--- config.mk ---
export PLATFORM = sky130hd
export DESIGN_NAME = maze_loader
export DESIGN_NICKNAME = d
export VERILOG_FILES = /design/src/rtl/maze_pkg.sv /design/src/rtl/maze_loader_cnt.sv /design/src/rtl/maze_loader.sv
export SDC_FILE = /design/constraint.sdc
export NUM_CORES = 1
export LEC_CHECK = 0
export CAP_MARGIN = 20
export CORE_MARGIN = 2
export CORE_UTILIZATION = 30
export CTS_CLUSTER_DIAMETER = 100
export CTS_CLUSTER_SIZE = 40
export DETAILED_ROUTE_END_ITERATION = 16
export PLACE_DENSITY = 0.61
export SLEW_MARGIN = 20
export SYNTH_ARGS = -nofsm -noshare
export SYNTH_HDL_FRONTEND = slang
export SYNTH_SLANG_ARGS = --single-unit
--- constraint.sdc ---
create_clock -name clk -period 2.24 [get_ports clk]
set_clock_uncertainty 0.2 [all_clocks]
set_input_delay 0.448 -clock clk [delete_from_list [all_inputs] [get_ports clk]]
set_output_delay 0.448 -clock clk [all_outputs]
set_load 0.005 [all_outputs]
--- src/rtl/maze_pkg.sv ---
// Shared definitions for the maze front-end: loader state encoding, default
// maze geometry and the row-address width also used by the solver datapath.
package maze_pkg;

   localparam int MAZE_ROWS = 16;
   localparam int MAZE_COLS = 16;
   localparam int ROW_AW    = $clog2(MAZE_ROWS);

   typedef enum logic [2:0] {
      ST_IDLE     = 3'd0,
      ST_LOAD     = 3'd1,
      ST_START_HI = 3'd2,
      ST_START_LO = 3'd3,
      ST_WAIT     = 3'd4,
      ST_REPORT   = 3'd5
   } loader_state_e;

   // Bits needed for a counter running 0..n-1, never narrower than one bit.
   function automatic int cnt_width(input int n);
      return (n <= 2) ? 1 : $clog2(n);
   endfunction

endpackage

--- src/rtl/maze_loader_cnt.sv ---
// Up-counter with synchronous clear, count enable and a terminal-count flag;
// wraps to zero when enabled at the terminal value.
module maze_loader_cnt #(
   parameter int WIDTH = 4,
   parameter int TERM  = 15
) (
   input  logic             clk,
   input  logic             rst_ni,
   input  logic             clr_i,
   input  logic             en_i,
   output logic [WIDTH-1:0] cnt_o,
   output logic             tc_o
);

   localparam logic [WIDTH-1:0] TERM_VAL = WIDTH'(TERM);

   logic [WIDTH-1:0] cnt_q;
   logic [WIDTH-1:0] cnt_d;

   assign tc_o  = (cnt_q == TERM_VAL);
   assign cnt_o = cnt_q;

   always_comb begin
      cnt_d = cnt_q;
      if (clr_i) begin
         cnt_d = '0;
      end else if (en_i) begin
         cnt_d = tc_o ? '0 : cnt_q + 1'b1;
      end
   end

   always_ff @(posedge clk or negedge rst_ni) begin
      if (!rst_ni) begin
         cnt_q <= '0;
      end else begin
         cnt_q <= cnt_d;
      end
   end

endmodule

--- src/rtl/maze_loader.sv ---
// Streams a maze into memory one row per handshake, pulses start for the
// solver controller, then latches solved / unsolved / timeout status.
module maze_loader
   import maze_pkg::*;
#(
   parameter int ROWS       = MAZE_ROWS,
   parameter int COLS       = MAZE_COLS,
   parameter int START_HOLD = 2,
   parameter int TIMEOUT    = 4096
) (
   input  logic                       clk,
   input  logic                       rst,
   input  logic                       load_req,
   input  logic                       abort,
   input  logic                       in_valid,
   input  logic [COLS-1:0]            in_data,
   output logic                       in_ready,
   output logic                       mem_wr_en,
   output logic [cnt_width(ROWS)-1:0] mem_addr,
   output logic [COLS-1:0]            mem_wdata,
   output logic                       start,
   input  logic                       done,
   input  logic                       fail,
   output logic                       busy,
   output logic                       solved,
   output logic                       unsolved,
   output logic                       timeout
);

   localparam int AW = cnt_width(ROWS);
   localparam int HW = cnt_width(START_HOLD);
   localparam int TW = cnt_width(TIMEOUT);

   loader_state_e state_q;
   logic          start_q;
   logic          solved_q;
   logic          unsolved_q;
   logic          timeout_q;

   logic          accept;
   logic          row_tc;
   logic          hold_tc;
   logic          wait_tc;
   logic [AW-1:0] row_cnt;
   logic [HW-1:0] hold_cnt_unused;
   logic [TW-1:0] wait_cnt_unused;

   assign in_ready  = (state_q == ST_LOAD);
   assign accept    = in_ready & in_valid;
   // The write path is combinational so a row lands in memory on the accept cycle.
   assign mem_wr_en = accept;
   assign mem_addr  = row_cnt;
   assign mem_wdata = in_data;

   assign start    = start_q;
   assign busy     = (state_q != ST_IDLE) && (state_q != ST_REPORT);
   assign solved   = solved_q;
   assign unsolved = unsolved_q;
   assign timeout  = timeout_q;

   maze_loader_cnt #(.WIDTH(AW), .TERM(ROWS - 1)) u_row_cnt (
      .clk    (clk),
      .rst_ni (rst),
      .clr_i  (abort || (state_q != ST_LOAD)),
      .en_i   (accept),
      .cnt_o  (row_cnt),
      .tc_o   (row_tc)
   );

   maze_loader_cnt #(.WIDTH(HW), .TERM(START_HOLD - 1)) u_hold_cnt (
      .clk    (clk),
      .rst_ni (rst),
      .clr_i  (abort || (state_q != ST_START_HI)),
      .en_i   (state_q == ST_START_HI),
      .cnt_o  (hold_cnt_unused),
      .tc_o   (hold_tc)
   );

   maze_loader_cnt #(.WIDTH(TW), .TERM(TIMEOUT - 1)) u_wait_cnt (
      .clk    (clk),
      .rst_ni (rst),
      .clr_i  (abort || (state_q != ST_WAIT)),
      .en_i   (state_q == ST_WAIT),
      .cnt_o  (wait_cnt_unused),
      .tc_o   (wait_tc)
   );

   always_ff @(posedge clk or negedge rst) begin
      if (!rst) begin
         state_q    <= ST_IDLE;
         start_q    <= 1'b0;
         solved_q   <= 1'b0;
         unsolved_q <= 1'b0;
         timeout_q  <= 1'b0;
      end else if (abort) begin
         state_q    <= ST_IDLE;
         start_q    <= 1'b0;
         solved_q   <= 1'b0;
         unsolved_q <= 1'b0;
         timeout_q  <= 1'b0;
      end else begin
         case (state_q)
            ST_IDLE, ST_REPORT: begin
               if (load_req) begin
                  state_q    <= ST_LOAD;
                  solved_q   <= 1'b0;
                  unsolved_q <= 1'b0;
                  timeout_q  <= 1'b0;
               end
            end
            ST_LOAD: begin
               if (accept && row_tc) begin
                  state_q <= ST_START_HI;
                  start_q <= 1'b1;
               end
            end
            ST_START_HI: begin
               if (hold_tc) begin
                  state_q <= ST_START_LO;
                  start_q <= 1'b0;
               end
            end
            ST_START_LO: begin
               state_q <= ST_WAIT;
            end
            ST_WAIT: begin
               // fail outranks done, and any answer outranks the timeout
               if (fail) begin
                  unsolved_q <= 1'b1;
                  state_q    <= ST_REPORT;
               end else if (done) begin
                  solved_q <= 1'b1;
                  state_q  <= ST_REPORT;
               end else if (wait_tc) begin
                  timeout_q <= 1'b1;
                  state_q   <= ST_REPORT;
               end
            end
            default: begin
               state_q <= ST_IDLE;
               start_q <= 1'b0;
            end
         endcase
      end
   end

endmodule

==> flow_summary.yaml <==
clock_tree:
  clock-sinks: 24
  cts-hold-fix-buffers: 0
  ctsHtreeMaxLevel: 1
  clk_path_buf_depth: 2
  root_buffer: "clkbuf_8"
  clkTransAtPathRegs_ns: 0.08
  clk_latency_ns: 0.26
  cts_buffers: 3
  cts_tree: "built"
synthesis:
  ys_warn_count: 0
  synth_area_leader_cell: "dfrtp_1"
  ys_seq_area_share_pct: 43.2
  synth.cell_area_um2: 1390
  synth-async-reset-ratio_pct: 100
  synth_top_cell_area_share_pct: 43.2
  synth_fp_nets: 168
  synth_top_flop_cell: "dfrtp_1"
  synth.distinct_cells: 34
  synth.ff_latch_count: 24
  synth_area_leaders: "dfrtp_1 (43%), buf_4 (9.2%), nor2_1 (5.9%)"
  synth-edff-count: 0
  synth_cells: 143
  synth_area_per_cell_um2: 9.71
sta:
  fmaxAchievable_ghz: 0.461
  final-hold-violation-count: 0
  whs_ns: 0.273
  setup_tns_ns: 0
  slew_viol_final: 0
  layout_setup_ws_ns: 0.0723
  period_needed_ns: 2.17
  timing.final.crit_share_pct: 96.8
  setup_violations: 0
  slew_headroom_pct: 72.0
  worst_slew_pin_slew_ns: 0.415
  grt_setup_unrepaired: "no"
die:
  initial_core_util_pct: 31.5
  die_w_um: 72.0
  die_y_um: 72.0
  core_area_um2: 4410
  die-area_um2: 5190
  rows: 24
  io_pins: 50
worst_setup_path:
  timing.rr.end: "timeout"
  cp.arrival_ns: 1.52
  worstPathRequired_ns: 1.59
  reg2reg_depth: 6
  reg2reg_slack_ns: 0.30
  cp-start-kind: "flop"
  critical_path_class: "flop to output pin"
  crit-reg2reg-launch: "u_wait_cnt.cnt_o[0]"
  path_max_fanout: 3
  cp-end-kind: "output pin"
pwr:
  leakage_uw: 0.000652
  internal_power_uw: 615
  p_clk_share_pct: 31.7
  pwr-share-comb_pct: 12.5
  ir_drop_mv: 0.334
  sw_frac_of_total_pct: 22.7
  power_frac_seq_pct: 55.8
  power.density_nw_per_um2: 496
  netSwitchingPower_uw: 181
grt:
  grt_pass1_vias: 1033
  grt_usage_pct: 11.3
  grt_overflow_total: 0
  grt_max_degree: 25
  grt_pass1_wl_mm: 4.64
  antenna_found_initial: 0
placement:
  io_buffers: 17
  place.gp.congestion: 0.789
  pre_cts_ws_ns: 0.0584
  dpl.hpwl_mm: 2.03
final_layout:
  utilization_pct: 36.3
  syn2layout_area_growth_pct: 15.5
  drive_gt1_share_pct: 13.5
  nFillCells: 434
  antenna_cells: 0
  nNetsFinal: 182
detailed_routing:
  viasPerCell: 4.78
  drt-initial-drc-count: 19
  drt-total-wl_mm: 2.64
  firstDrtPassIters: 4
  vias: 989
  drc: 0
  wire_per_inst_um: 12.8
  ant_nets: 0
hold_path:
  hold_path_end: "u_hold_cnt.cnt_o"
  min_path_cells: 1
  min_from: "u_hold_cnt.cnt_o"
  hold_path.class: "flop to flop"
outcome:
  status: "finished clean"
run:
  drv_cap: 0
## state kept, by name (all words and copies together) (netlist names)
signal,cells
solved,1
start,1
state_q,3
timeout,1
u_hold_cnt.cnt_o,1
u_row_cnt.cnt_o,4
u_wait_cnt.cnt_o,12
unsolved,1
## placed cells by master (no fill, tap or decap), types with 5 or more instances in the layout
cell type,netlist,routed
dfrtp_1,24,24
nor2_1,22,22
clkdlybuf4s50_1,0,16
buf_4,17,12
xnor2_1,8,8
inv_1,7,7
nand3_1,7,7
nand2_1,5,5
a21oi_1,5,5
## metal layers
layer	track usage, %	up-vias	share of wire, %
li1	-	494	-
met1	13.8	473	45
met2	19.7	20	52
met3	1.94	2	2.0
met4	4.61	0	1.0
met5	0	-	0
## cell type report
cell class              instances  area [um^2]  area share [%]
repair buffers                 29          263            16.4
flip-flops and latches         24          601            37.4
multi-input cells              92          608            37.9
well taps                      52         65.1            4.06
inverters                       7         26.3            1.64
clock buffers                   3         41.3            2.57
## cell usage after synthesis (all sizes together) (2+ instances only)
cell	number
o311ai	2
nand4	3
xnor2	8
and2	2
a21oi	5
buf	17
clkbuf	3
ha	2
nor3	4
nand3	8
dfrtp	24
nor4	3
nand2	5
inv	7
or3	3
o21ai	3
nand2b	4
xor2	4
nand3b	3
nor2b	2
nor2	22
a31oi	2
## power by group through the flow
stage	registers, uW	logic, uW	clock network, uW
final	444	99.7	252
after global routing	445	111	279
after CTS	444	95.6	260
after detailed placement	453	94.3	0
after global placement	452	93.5	0
after floorplan	452	66.4	0
## cell families (layout without fill, tap and decap cells)
kind of cell	Yosys count	after routing	synth area share, %
buffers and inverters	27	39	13.3
muxes	1	1	0.721
DFF	24	24	43.2
AOI/OAI and AO/OA	16	16	8.74
xor gates and xnor gates	12	12	7.57
adders and majority gates	2	2	1.80
and+or+nand+nor	61	61	24.6
## worst max-delay path, stage by stage (launching register included)
cell	delay [ns]
dfrtp_1	0.40
nor3b_2	0.24
buf_4	0.14
clkdlybuf4s50_1	0.48
## through the flow
stage	total power [uW]	area, um^2	instances
2_1_floorplan	518	1390	143
3_3_place_gp	546	1540	202
3_5_place_dp	547	1540	202
4_1_cts	800	1590	205
5_1_grt	835	1600	207
6_report	796	1600	207
## how the worst max path moves through the flow
stage / startpoint / to / slack (ns)
3_3_place_gp: in_valid / mem_wr_en / 0.07
3_5_place_dp: in_valid / mem_wr_en / 0.06
4_1_cts: state_q[1] / mem_wr_en / 0.03
2_1_floorplan: u_wait_cnt.cnt_o[0] / timeout / 0.46
6_report: state_q[2] / in_ready / 0.07
5_1_grt: state_q[2] / busy / 0.005
## repair_timing
item | CTS | global route
pin swaps | 0 | 2
setup buffers | 0 | 2
setup endpoints to repair | 1 | 1
gates resized for setup | 1 | 1
cloned | 0 | 0
No activity file was read; power rests on OpenSTA's default activity.
